<file path="config.mk">
export PLATFORM = sky130hd
export DESIGN_NAME = seq_alu
export DESIGN_NICKNAME = d
export VERILOG_FILES = /design/src/rtl/seq_alu.sv
export SDC_FILE = /design/constraint.sdc
export NUM_CORES = 1
export LEC_CHECK = 0
export BUFFER_PORTS_ARGS = -buffer_cell sky130_fd_sc_hd__buf_2
export CORE_ASPECT_RATIO = 1.1
export CORE_MARGIN = 5
export CORE_UTILIZATION = 60
export DETAILED_ROUTE_END_ITERATION = 10
export PLACE_DENSITY = 0.81
export SLEW_MARGIN = 20
export SYNTH_ARGS = -nofsm -noshare
export SYNTH_HDL_FRONTEND = slang
export SYNTH_SLANG_ARGS = --single-unit
</file>
<file path="constraint.sdc">
create_clock -name clk -period 4.05 [get_ports clk]
set_clock_uncertainty 0.1 [all_clocks]
set_input_delay 0.405 -clock clk [delete_from_list [all_inputs] [get_ports clk]]
set_output_delay 0.405 -clock clk [all_outputs]
set_load 0.05 [all_outputs]
</file>
<file path="src/rtl/seq_alu.sv">
// Sequential ALU with valid/ready handshakes, registered flags and multi-cycle MUL/DIV.
// Define SEQ_ALU_DIV_EN to build the restoring divider; otherwise op 9 acts as pass.
module seq_alu #(
    parameter int WIDTH = 8
) (
    input  logic             clk,
    input  logic             rst,
    input  logic             in_valid,
    output logic             in_ready,
    input  logic [3:0]       op,
    input  logic [WIDTH-1:0] a,
    input  logic [WIDTH-1:0] b,
    output logic             out_valid,
    input  logic             out_ready,
    output logic [WIDTH-1:0] result,
    output logic [WIDTH-1:0] result_hi,
    output logic             flag_z,
    output logic             flag_n,
    output logic             flag_c,
    output logic             flag_v,
    output logic             flag_dz
);

    localparam int SHW = $clog2(WIDTH);
    localparam int MSB = WIDTH - 1;

    localparam logic [3:0] OP_ADD = 4'd0;
    localparam logic [3:0] OP_SUB = 4'd1;
    localparam logic [3:0] OP_AND = 4'd2;
    localparam logic [3:0] OP_OR  = 4'd3;
    localparam logic [3:0] OP_XOR = 4'd4;
    localparam logic [3:0] OP_SLT = 4'd5;
    localparam logic [3:0] OP_SLL = 4'd6;
    localparam logic [3:0] OP_SRL = 4'd7;
    localparam logic [3:0] OP_MUL = 4'd8;
`ifdef SEQ_ALU_DIV_EN
    localparam logic [3:0] OP_DIV = 4'd9;
`endif

    typedef enum logic [1:0] {
        ST_IDLE,
        ST_MUL,
`ifdef SEQ_ALU_DIV_EN
        ST_DIV,
`endif
        ST_DONE
    } state_t;

    state_t state, state_nxt;

    logic                 accept;
    logic                 start_mul, start_div;
    logic [2*WIDTH-1:0]   acc;
    logic [WIDTH-1:0]     b_q;
    logic [SHW-1:0]       cnt;

    logic [WIDTH:0]       sum_ext, diff_ext;
    logic [WIDTH-1:0]     alu_res, alu_hi;
    logic                 alu_c, alu_v, alu_dz;

    logic [WIDTH:0]       mul_sum;
    logic [2*WIDTH-1:0]   mul_next;

    logic                 ld_en;
    logic [WIDTH-1:0]     ld_res, ld_hi;
    logic                 ld_c, ld_v, ld_dz;

    assign in_ready  = (state == ST_IDLE);
    assign out_valid = (state == ST_DONE);
    assign accept    = in_valid && in_ready;
    assign start_mul = (op == OP_MUL);
`ifdef SEQ_ALU_DIV_EN
    // A zero divisor takes the single-cycle path with the saturated result.
    assign start_div = (op == OP_DIV) && (b != '0);
`else
    assign start_div = 1'b0;
`endif

    // NOTE: sequential state is only ever written with non-blocking assignments.
    always_ff @(posedge clk) begin
        if (rst) state <= ST_IDLE;
        else     state <= state_nxt;
    end

    // NOTE: every always_comb output gets a default first so no latch is inferred.
    always_comb begin
        state_nxt = state;
        case (state)
            ST_IDLE: begin
                if (accept) begin
                    if (start_mul)      state_nxt = ST_MUL;
`ifdef SEQ_ALU_DIV_EN
                    else if (start_div) state_nxt = ST_DIV;
`endif
                    else                state_nxt = ST_DONE;
                end
            end
            ST_MUL:  if (cnt == '0) state_nxt = ST_DONE;
`ifdef SEQ_ALU_DIV_EN
            ST_DIV:  if (cnt == '0) state_nxt = ST_DONE;
`endif
            ST_DONE: if (out_ready) state_nxt = ST_IDLE;
            default: state_nxt = ST_IDLE;
        endcase
    end

    assign sum_ext  = {1'b0, a} + {1'b0, b};
    assign diff_ext = {1'b0, a} - {1'b0, b};

    always_comb begin
        alu_res = a;
        alu_hi  = '0;
        alu_c   = 1'b0;
        alu_v   = 1'b0;
        alu_dz  = 1'b0;
        case (op)
            OP_ADD: begin
                alu_res = sum_ext[WIDTH-1:0];
                alu_c   = sum_ext[WIDTH];
                alu_v   = (a[MSB] == b[MSB]) && (sum_ext[MSB] != a[MSB]);
            end
            OP_SUB: begin
                alu_res = diff_ext[WIDTH-1:0];
                alu_c   = diff_ext[WIDTH];
                alu_v   = (a[MSB] != b[MSB]) && (diff_ext[MSB] != a[MSB]);
            end
            OP_AND: alu_res = a & b;
            OP_OR:  alu_res = a | b;
            OP_XOR: alu_res = a ^ b;
            OP_SLT: alu_res = {{(WIDTH-1){1'b0}}, ($signed(a) < $signed(b))};
            OP_SLL: alu_res = a << b[SHW-1:0];
            OP_SRL: alu_res = a >> b[SHW-1:0];
`ifdef SEQ_ALU_DIV_EN
            OP_DIV: begin
                alu_res = '1;
                alu_hi  = a;
                alu_dz  = 1'b1;
            end
`endif
            default: ;
        endcase
    end

    // acc = {partial product high, multiplier being shifted out}.
    assign mul_sum  = {1'b0, acc[2*WIDTH-1:WIDTH]} + (acc[0] ? {1'b0, b_q} : '0);
    assign mul_next = {mul_sum, acc[WIDTH-1:1]};

`ifdef SEQ_ALU_DIV_EN
    logic [WIDTH:0]     div_shift, div_diff;
    logic [2*WIDTH-1:0] div_next;

    // acc = {remainder, dividend bits shifting into the quotient}.
    assign div_shift = {acc[2*WIDTH-1:WIDTH], acc[WIDTH-1]};
    assign div_diff  = div_shift - {1'b0, b_q};
    assign div_next  = div_diff[WIDTH]
                     ? {div_shift[WIDTH-1:0], acc[WIDTH-2:0], 1'b0}
                     : {div_diff[WIDTH-1:0],  acc[WIDTH-2:0], 1'b1};
`endif

    always_comb begin
        ld_en  = 1'b0;
        ld_res = alu_res;
        ld_hi  = alu_hi;
        ld_c   = alu_c;
        ld_v   = alu_v;
        ld_dz  = alu_dz;
        case (state)
            ST_IDLE: ld_en = accept && !start_mul && !start_div;
            ST_MUL: begin
                ld_en = (cnt == '0);
                {ld_hi, ld_res} = mul_next;
                ld_c  = 1'b0;
                ld_v  = 1'b0;
                ld_dz = 1'b0;
            end
`ifdef SEQ_ALU_DIV_EN
            ST_DIV: begin
                ld_en  = (cnt == '0);
                ld_res = div_next[WIDTH-1:0];
                ld_hi  = div_next[2*WIDTH-1:WIDTH];
                ld_c   = 1'b0;
                ld_v   = 1'b0;
                ld_dz  = 1'b0;
            end
`endif
            default: ;
        endcase
    end

    // NOTE: the accumulator is reset too, so an aborted MUL/DIV leaves no residue.
    always_ff @(posedge clk) begin
        if (rst) begin
            acc       <= '0;
            b_q       <= '0;
            cnt       <= '0;
            result    <= '0;
            result_hi <= '0;
            flag_z    <= 1'b0;
            flag_n    <= 1'b0;
            flag_c    <= 1'b0;
            flag_v    <= 1'b0;
            flag_dz   <= 1'b0;
        end else begin
            if (state == ST_IDLE && accept && (start_mul || start_div)) begin
                acc <= {{WIDTH{1'b0}}, a};
                b_q <= b;
                cnt <= SHW'(WIDTH - 1);
            end else if (state == ST_MUL) begin
                acc <= mul_next;
                cnt <= cnt - SHW'(1);
            end
`ifdef SEQ_ALU_DIV_EN
            else if (state == ST_DIV) begin
                acc <= div_next;
                cnt <= cnt - SHW'(1);
            end
`endif
            if (ld_en) begin
                result    <= ld_res;
                result_hi <= ld_hi;
                flag_z    <= (ld_res == '0);
                flag_n    <= ld_res[MSB];
                flag_c    <= ld_c;
                flag_v    <= ld_v;
                flag_dz   <= ld_dz;
            end
        end
    end

endmodule
</file>
# Yosys cells after proc, flatten, opt, wreduce, memory -nomap -nowiden
# Index checks and enable logic that the tools add are counted.
[classes]
add_sub_neg = 4
n_lt_le_gt_ge = 1
eq_ne = 17
shifts = 2
n_mux = 18
bitwise_logic = 3
n_reduce_logical = 14
[op_table]
columns = ["op", "n"]
rows = [
  ["8-bit case mux with 8 select lines", 1],
  ["8-bit two-way mux", 5],
  ["8-bit by 8-bit adder with 9-bit output", 2],
  ["4-bit by 3-bit == test with 1-bit output (second input constant)", 4],
  ["8-bit by 8-bit subtractor with 9-bit output", 1],
  ["8-bit bitwise AND", 1],
  ["4-bit by 2-bit == test with 1-bit output (second input constant)", 2],
  ["8-bit zero test", 1],
  ["8-bit less-than comparator", 1],
  ["2-bit two-way mux", 4],
  ["8-bit OR", 1],
  ["8-bit by 3-bit left shift with 8-bit output", 1],
  ["8-bit by 3-bit right shift with 8-bit output", 1],
  ["8-bit bitwise XOR", 1],
  ["1-bit logical AND", 6],
  ["3-bit two-way mux", 2],
  ["1-bit case mux with 2 select lines", 3],
  ["2-bit case mux with 3 select lines", 1],
  ["4-bit by 1-bit == test with 1-bit output (second input constant)", 1],
  ["4-bit == test (second input constant)", 1],
  ["4-bit zero test", 1],
  ["2-bit by 1-bit != test with 1-bit output (second input constant)", 2],
  ["3-bit zero test", 1],
  ["1-bit != test", 3],
  ["11 further kinds", 12],
]
[word_totals]
reg_bits = 49
inputBits = 24
out_inout_bits = 23
wordCells = 70

# Depth between registers and ports, before layout
# Gate-level depths: netlist of the first run.
[logic_depth]
ltp_word = 5
mapped_depth = 12
depth_no_buf = 12

# Worst setup path before layout of the first run
# No wires, ideal clock.
[synth_timing]
path_kind = "input port to flip-flop"
startpoint = "in b[1]"
endpoint = "reg flag_z"
setup_ps = 84
arrival_ps = 2507
required_time_ps = 3866
slack_ps = 1359
cell_stages = 11
path_buffers = 1
path_cell_list = "buf_4 > inv_1 > ha_1 > o21bai_1 > a21oi_1 > a221o_1 > nand2_1 > a41oi_1 > a2111oi_2 > nand4bb_1 > o31ai_2"
[synth_via]
elab_chain_len = 4
elab_cells_between_ends = 11
classes_between = "add/sub: 2; order compare: 1; shift: 2; mux: 2; bitwise: 3; reduce/logical: 1"
[synth_lines]
columns = ["element", "line_no", "text"]
rows = [
  ["start, declared", "12", "input logic [WIDTH-1:0] b,"],
  ["8-bit by 8-bit subtractor with 9-bit output (tied with other cells)", "108", "assign diff_ext = {1'b0, a} - {1'b0, b};"],
  ["8-bit case mux with 8 select lines (*)", "116", "case (op)"],
  ["8-bit two-way mux (*)", "167", "case (state)"],
  ["8-bit zero test (*)", "221", "flag_z <= (ld_res == '0);"],
  ["end signal, assigned", "221", ""],
  ["end, declared", "17", "output logic flag_z,"],
]
# Mark *: on every way between the ends. The rest lies on a longest branch, timed or not.
# A chain may end at the register's enable or synchronous reset.

# Worst setup path after layout of the first run
# Same ends and word-level chain as after synthesis.

==> flow_metrics.py, run 1 <==
metrics = {
    "outcome": {
        "status": "completed",
    },
    "floorplanning": {
        "dieArea_um2": 8790,
        "start_util_pct": 60.75,
        "core_um2": 6927,
        "io_pins": 47,
        "die-width_um": 89.85,
        "rows": 32,
        "die_h_um": 97.83,
    },
    "sta": {
        "fin_crit_sh_pct": 74.74,
        "rsz0062_at_grt": "no",
        "period_minus_slack_ns": 3.027,
        "finalSetupViolCount": 0,
        "worst_pin_slew_ns": 0.7819,
        "final-max-slew-violation-count": 0,
        "fmax_mhz": 330.4,
        "finalHoldViolCount": 0,
        "finalSetupTns_ns": 0,
        "holdWs_ns": 0.2511,
        "slew_headroom_pct": 47.87,
    },
    "power_and_ir_drop": {
        "switching_power_w": 0.0004183,
        "pwr_density_cell_nw_per_um2": 268.5,
        "intPower_w": 0.0007893,
        "p_sw_share_pct": 34.64,
        "pwr-share-seq_pct": 40.9,
        "ir_worst_vdd_v": 0.0001901,
        "leakage_nw": 1.886,
        "power_frac_clock_pct": 30.2,
        "pwr-share-comb_pct": 28.9,
    },
    "yosys": {
        "synth_enable_flop_cells": 0,
        "netlist_area_um2": 4208,
        "netlist_instances": 537,
        "syn_avg_cell_area_um2": 7.836,
        "yosys.cell_types.count": 71,
        "synth-seq-cells": 48,
        "synthesis.nets": 601,
        "yosys_warnings": 0,
        "async_flop_share_pct": 0,
        "synth_largest_area_cell": "dfxtp_1",
        "ys_seq_area_share_pct": 22.84,
        "synth_top_area_share_pct": 22.84,
        "synth_flop_cell": "dfxtp_1",
        "synthTopCellsByArea": "dfxtp_1, ha_1, a21oi_1",
    },
    "worst_setup_path": {
        "startpoint_type": "input pin",
        "reg2reg_slack_ns": 1.45,
        "crit_type": "in -> reg",
        "r2r-start": "acc[0]$_SDFFE_PP0P_",
        "cp.arrival_ns": 3.15,
        "rr_worst_depth": 11,
        "worstPathRequired_ns": 4.18,
        "r2r_end": "result_hi[6]$_SDFFE_PP0P_",
        "path_max_fanout": 20,
        "end_kind": "flip-flop",
    },
    "clock_tree": {
        "path_clk_slew_ns": 0.10,
        "post_cts_buffers": 0,
        "cts-resized-gates": 0,
        "cts.path.max_buffers": 2,
        "numCtsBuffers": 5,
        "ctsHtreeMaxLevel": 2,
        "cts_tree": "yes",
        "clk_latency_ns": 0.31,
        "clockRootBuffer": "clkbuf_8",
        "cts.sinks": 48,
        "cts_hold_buf": 0,
    },
    "detailed_routing": {
        "via_per_inst": 6.391,
        "drc_errors": 0,
        "wire_per_inst_um": 18.39,
        "ant_nets": 0,
        "finalWirelength_um": 11860,
        "dr.pass1.iters": 5,
        "vias": 4122,
        "initialDrtViolationCount": 356,
    },
    "placement": {
        "gp_congestion": 1.057,
        "io_buffers": 45,
        "dp_hpwl_um": 8764,
    },
    "layout": {
        "fill_cells": 627,
        "drive_gt1_share_pct": 13.75,
        "syn_to_final_growth_pct": 6.869,
        "fin_nets": 623,
        "diodes": 0,
        "final_util_pct": 64.92,
    },
    "min_path": {
        "holdPathStages": 3,
        "hp-class": "in -> reg",
        "min-delay-start": "b[5]",
        "holdPathEnd": "b_q[5]$_SDFFE_PP0P_",
    },
    "job": {
        "max_cap_violations": 0,
    },
    "global_routing": {
        "grt_use_total_pct": 26.02,
        "antenna_found_initial": 0,
        "grt_pass1_vias": 3834,
        "grt_max_degree": 40,
        "grt_pass1_wl_um": 19030,
        "grt_overflow_total": 0,
    },
}
-- registers in the layout (all words and copies together), names as in the netlist --
name	count
flag_c	1
b_q	8
result	8
flag_z	1
acc	16
flag_v	1
state	2
result_hi	8
cnt	3
-- cell type report --
| cell class | count | area [µm²] | area share [%] |
|---|---|---|---|
| multi-input combinational | 420 | 2924 | 65.02 |
| tap | 85 | 106.4 | 2.365 |
| clock inverter | 3 | 46.29 | 1.029 |
| sequential | 48 | 960.9 | 21.37 |
| clock buffer | 5 | 68.82 | 1.530 |
| timing repair buffer | 50 | 262.8 | 5.843 |
| inverter | 34 | 127.6 | 2.838 |
-- worst max-delay path, stage by stage --
cell and delay (ns):
buf_2 0.35, inv_1 0.24, ha_1 0.36, o21bai_1 0.25, a21oi_1 0.14, a221o_1 0.35, nand2_1 0.07, a41oi_1 0.22
a2111oi_2 0.38, nand4bb_1 0.15, o31ai_2 0.22
-- cells by family (layout without fill, tap and decap cells) --
group | Yosys count | count (layout) | share of synthesized area [%]
other | 1 | 1 | 0.08912
adder cells (fa/ha/maj) | 40 | 40 | 12.43
flip-flops | 48 | 48 | 22.84
buffers and inverters | 69 | 92 | 7.731
multiplexers | 16 | 16 | 6.512
AO/OA/AOI/OAI | 150 | 150 | 24.86
XOR/XNOR | 11 | 11 | 2.290
AND/OR/NAND/NOR | 202 | 202 | 23.25
-- Yosys cell counts, types with 4 or more instances --
cell      count
a211oi_1     11
a21o_1        6
a21oi_1      57
a311oi_1      8
a31oi_1       5
a32oi_1       4
and2_1       12
buf_2         8
buf_4         7
buf_6         4
clkbuf_1     15
dfxtp_1      48
ha_1         37
inv_1        34
mux2i_1       6
mux4_2        5
nand2_1      74
nand2b_1      9
nand3_1      13
nand4_1       5
nor2_1       43
nor2b_1      15
nor3_1        9
nor3b_1       6
o211ai_1      4
o21ai_0      13
xnor2_1       7
xor2_1        4
-- metal layers --
metal | routed length [µm] | part of all wire, % | vias up | global-route usage (%)
li1 | - | - | 1955 | -
met1 | 4874 | 41 | 1905 | 33.95
met2 | 5576 | 47 | 213 | 42.23
met3 | 862 | 7.3 | 49 | 3.544
met4 | 549 | 4.6 | 0 | 12.56
met5 | 0 | 0 | - | 0
-- power groups by stage --
stage               clock, W  sequential (W)  combinational (W)
floorplan                  0        0.000529           0.000231
global placement           0        0.000505           0.000335
detailed placement         0        0.000505           0.000340
CTS                 0.000366        0.000494           0.000342
global route        0.000388        0.000496           0.000375
finish              0.000365        0.000494           0.000349
-- stage by stage --
stage,area [µm²],cells,worst slack [ns],total power (W)
global route,4497,645,0.8554,0.001259
finish,4497,645,1.023,0.001208
floorplan,4208,537,1.359,0.0007608
CTS,4497,645,1.069,0.001202
global placement,4382,637,0.8911,0.0008399
detailed placement,4382,637,0.7766,0.0008457
-- cells in the final DEF (no fill, tap or decap), drive strengths merged, types with 13 or more instances in the layout --
cell type | synthesis | final
a21oi | 57 | 57
nor2b | 15 | 15
o21ai | 16 | 16
ha | 37 | 37
dfxtp | 48 | 48
inv | 34 | 35
nand2 | 75 | 75
nor2 | 43 | 43
buf | 20 | 50
and2 | 13 | 13
nand3 | 13 | 13
-- worst max path at each step --
stage          startpoint                   to  cells past startpoint  slack (ns)
2_1_floorplan        b[1]  flag_z$_SDFFE_PP0P_                     11        1.36
3_3_place_gp         b[1]  flag_z$_SDFFE_PP0P_                     11        0.89
3_5_place_dp         b[1]  flag_z$_SDFFE_PP0P_                     11        0.78
4_1_cts              b[1]  flag_z$_SDFFE_PP0P_                     11        1.07
5_1_grt              b[1]  flag_z$_SDFFE_PP0P_                     11        0.86
6_report             b[1]  flag_z$_SDFFE_PP0P_                     11        1.02
Note: power is estimated with default switching activity, not from simulation.
==> run 2: changes to the inputs <==
ABC_AREA = 1   (was unset)
CORE_UTILIZATION = 54   (was 60)
PLACE_DENSITY = 0.77   (was 0.81)
clock period = 2.7 ns   (was 4.05 ns; I/O delays follow)
==> run 2 against run 1 <==
  * Critical path depth rose by 3
  * Largest power group unchanged
  * Utilization fell by 3.4 points
  * Final area rose by 2.3%
  * Register-to-register slack got worse by 1.1 ns
  * Sequential power rose by 52%
  * Area after synthesis fell by 1.4%
  * Combinational power rose by 59%
  * Sequential share of layout area fell by 0.48 points
  * Count of clock-buffer cells in the layout rose by 1
  * Clock power rose by 40%
  * Largest cell class unchanged
  * First-iteration DRC count fell by 13%
  * Synthesized cell count rose by 30%
  * Critical endpoint is now acc[14]$_SDFFE_PP0P_
==> flow_metrics.py, run 2 <==
metrics = {
    "layout": {
        "syn_to_final_growth_pct": 10.89,
        "regMostFlops": "acc",
        "final_util_pct": 61.56,
        "drive_gt1_share_pct": 10.98,
        "largest_reg_flops": 16,
        "diodes": 0,
        "final_cell_mix": "nand2_1, inv_1, nor2_1",
        "fin_nets": 801,
        "layout_commonest_cell": "nand2_1",
    },
    "sta": {
        "rsz0062_at_grt": "no",
        "finalHoldViolCount": 0,
        "worst_pin_slew_ns": 0.6808,
        "finalSetupTns_ns": 0,
        "final-max-slew-violation-count": 0,
        "finalSetupViolCount": 0,
        "period_minus_slack_ns": 2.308,
        "fmax_mhz": 433.2,
        "slew_headroom_pct": 54.56,
        "fin_crit_sh_pct": 85.50,
    },
    "yosys": {
        "syn_avg_cell_area_um2": 5.961,
        "netlist_instances": 696,
        "yosysMostFrequentCell": "nand2_1",
        "synth_enable_flop_cells": 0,
        "netlist_area_um2": 4149,
        "synth-seq-cells": 48,
        "synth_top_area_share_pct": 23.16,
        "yosys_warnings": 0,
        "synthTopCellsByArea": "dfxtp_1, nand2_1, ha_1",
        "async_flop_share_pct": 0,
        "synth_flop_cell": "dfxtp_1",
        "yosys.cell_types.count": 32,
        "synth_largest_area_cell": "dfxtp_1",
        "ys_top_cells_by_count": "nand2_1, inv_1, nor2_1, a21oi_1, nand3_1",
        "ys_seq_area_share_pct": 23.16,
        "synthesis.nets": 760,
    },
    "min_path": {
        "hp-class": "in -> reg",
    },
    "detailed_routing": {
        "vias": 4594,
        "finalWirelength_um": 12880,
        "via_per_inst": 5.450,
        "ant_nets": 0,
        "initialDrtViolationCount": 309,
        "wire_per_inst_um": 15.28,
        "drc_errors": 0,
        "dr.pass1.iters": 5,
    },
    "clock_tree": {
        "numCtsBuffers": 5,
        "path_clk_slew_ns": 0.08,
        "ctsHtreeMaxLevel": 2,
        "cts.path.max_buffers": 2,
        "cts.sinks": 48,
        "clockRootBuffer": "clkbuf_8",
        "cts_hold_buf": 0,
        "cts_tree": "yes",
        "cts-resized-gates": 0,
        "post_cts_buffers": 0,
        "clk_latency_ns": 0.30,
    },
    "global_routing": {
        "grt_pass1_wl_um": 21020,
        "grt_use_total_pct": 27.51,
        "grt_pass1_vias": 4308,
        "antenna_found_initial": 0,
        "grt_max_degree": 32,
        "grt_overflow_total": 0,
    },
    "worst_setup_path": {
        "path_max_fanout": 8,
        "cp_cell_sequence": "buf_4 -> nand2_1 -> inv_1 -> ha_1 -> a21oi_1 -> nand2_1 -> nand2_1 -> nand2_1 -> a21oi_1 -> nor2_1 -> o21ai_0 -> nand3b_1 -> nand3_1 -> a21oi_1",
        "end_kind": "flip-flop",
        "cp_slowest_cell": "dfxtp_1",
        "crit_type": "reg -> reg",
        "worstPathRequired_ns": 2.78,
        "startpoint_type": "flip-flop",
        "critical_path.max_stage_delay_ns": 0.32,
        "cp_common_cell": "nand2_1",
        "cp.arrival_ns": 2.39,
    },
    "floorplanning": {
        "rows": 33,
        "core_um2": 7473,
        "die_h_um": 101.9,
        "dieArea_um2": 9539,
        "die-width_um": 93.58,
        "io_pins": 47,
        "start_util_pct": 55.52,
    },
    "placement": {
        "io_buffers": 45,
        "gp_congestion": 0.9521,
        "dp_hpwl_um": 10140,
    },
    "job": {
        "max_cap_violations": 0,
    },
    "power_and_ir_drop": {
        "leakage_nw": 2.485,
        "ir_worst_vdd_v": 0.0005673,
        "pwr_density_cell_nw_per_um2": 394.2,
    },
    "outcome": {
        "status": "completed",
    },
}
## run 2: final timing paths
kind	depth (start not counted)	end	from	slack (ns)
worst max register to register	14	acc[14]$_SDFFE_PP0P_	acc[0]$_SDFFE_PP0P_	0.39
worst min-delay path	3	acc[4]$_SDFFE_PP0P_	a[4]	0.20
worst min register to register	2	result_hi[7]$_SDFFE_PP0P_	result_hi[7]$_SDFFE_PP0P_	0.37
worst max-delay path	14	acc[14]$_SDFFE_PP0P_	acc[0]$_SDFFE_PP0P_	0.39
## run 2: power by group
group	total [W]	switching (W)	internal [W]
registers	0.000749	0.0000145	0.000735
logic	0.000554	0.000398	0.000157
clock network	0.000510	0.000235	0.000275
## run 2: cells by family after synthesis
family	Yosys count	share of synthesized area [%]
buf+inv	131	12.52
flops	48	23.16
fa+ha+maj	40	12.61
xor+xnor	4	0.8443
other cells	1	0.09038
simple gates	343	33.72
compound gates	129	17.07
## run 2: layer usage
layer	part of all wire, %	track usage [%]	up-vias	wire (µm)
met2	48	47.85	195	6222
li1	-	-	2296	-
met1	42	35.70	2071	5467
met5	0	0	-	0
met4	3.5	10.67	0	449
met3	5.8	1.988	32	742
## run 2: layout make-up
class                           count  area (µm²)
Clock inverter                      2       35.03
Inverter                          105       394.1
Fill cell                         759        2873
Timing Repair Buffer               60       337.8
Sequential cell                    48       960.9
Tap cell                          105       131.4
Multi-Input combinational cell    517        2669
Clock buffer                        6       72.57
## run 2: worst max-delay path: cells and delay by family, from the launching register on
| family | cells | cell delay, ns |
|---|---|---|
| and+or+nand+nor | 7 | 0.60 |
| buffers and inverters | 2 | 0.21 |
| adders and majority gates | 1 | 0.32 |
| DFF | 1 | 0.32 |
| AOI/OAI and AO/OA | 4 | 0.64 |
## run 2: per-stage QoR
step	hold WS [ns]	instances	worst slack (ns)	instance area (µm²)	total power, W
after floorplan	0.3347	696	0.5497	4149	0.001147
after global placement	0.3502	835	0.1626	4493	0.001306
after detailed placement	0.3563	835	0.1661	4493	0.001310
after CTS	0.2018	843	0.4002	4601	0.001823
after global routing	0.2219	843	0.2120	4601	0.001917
final	0.1998	843	0.3916	4601	0.001814
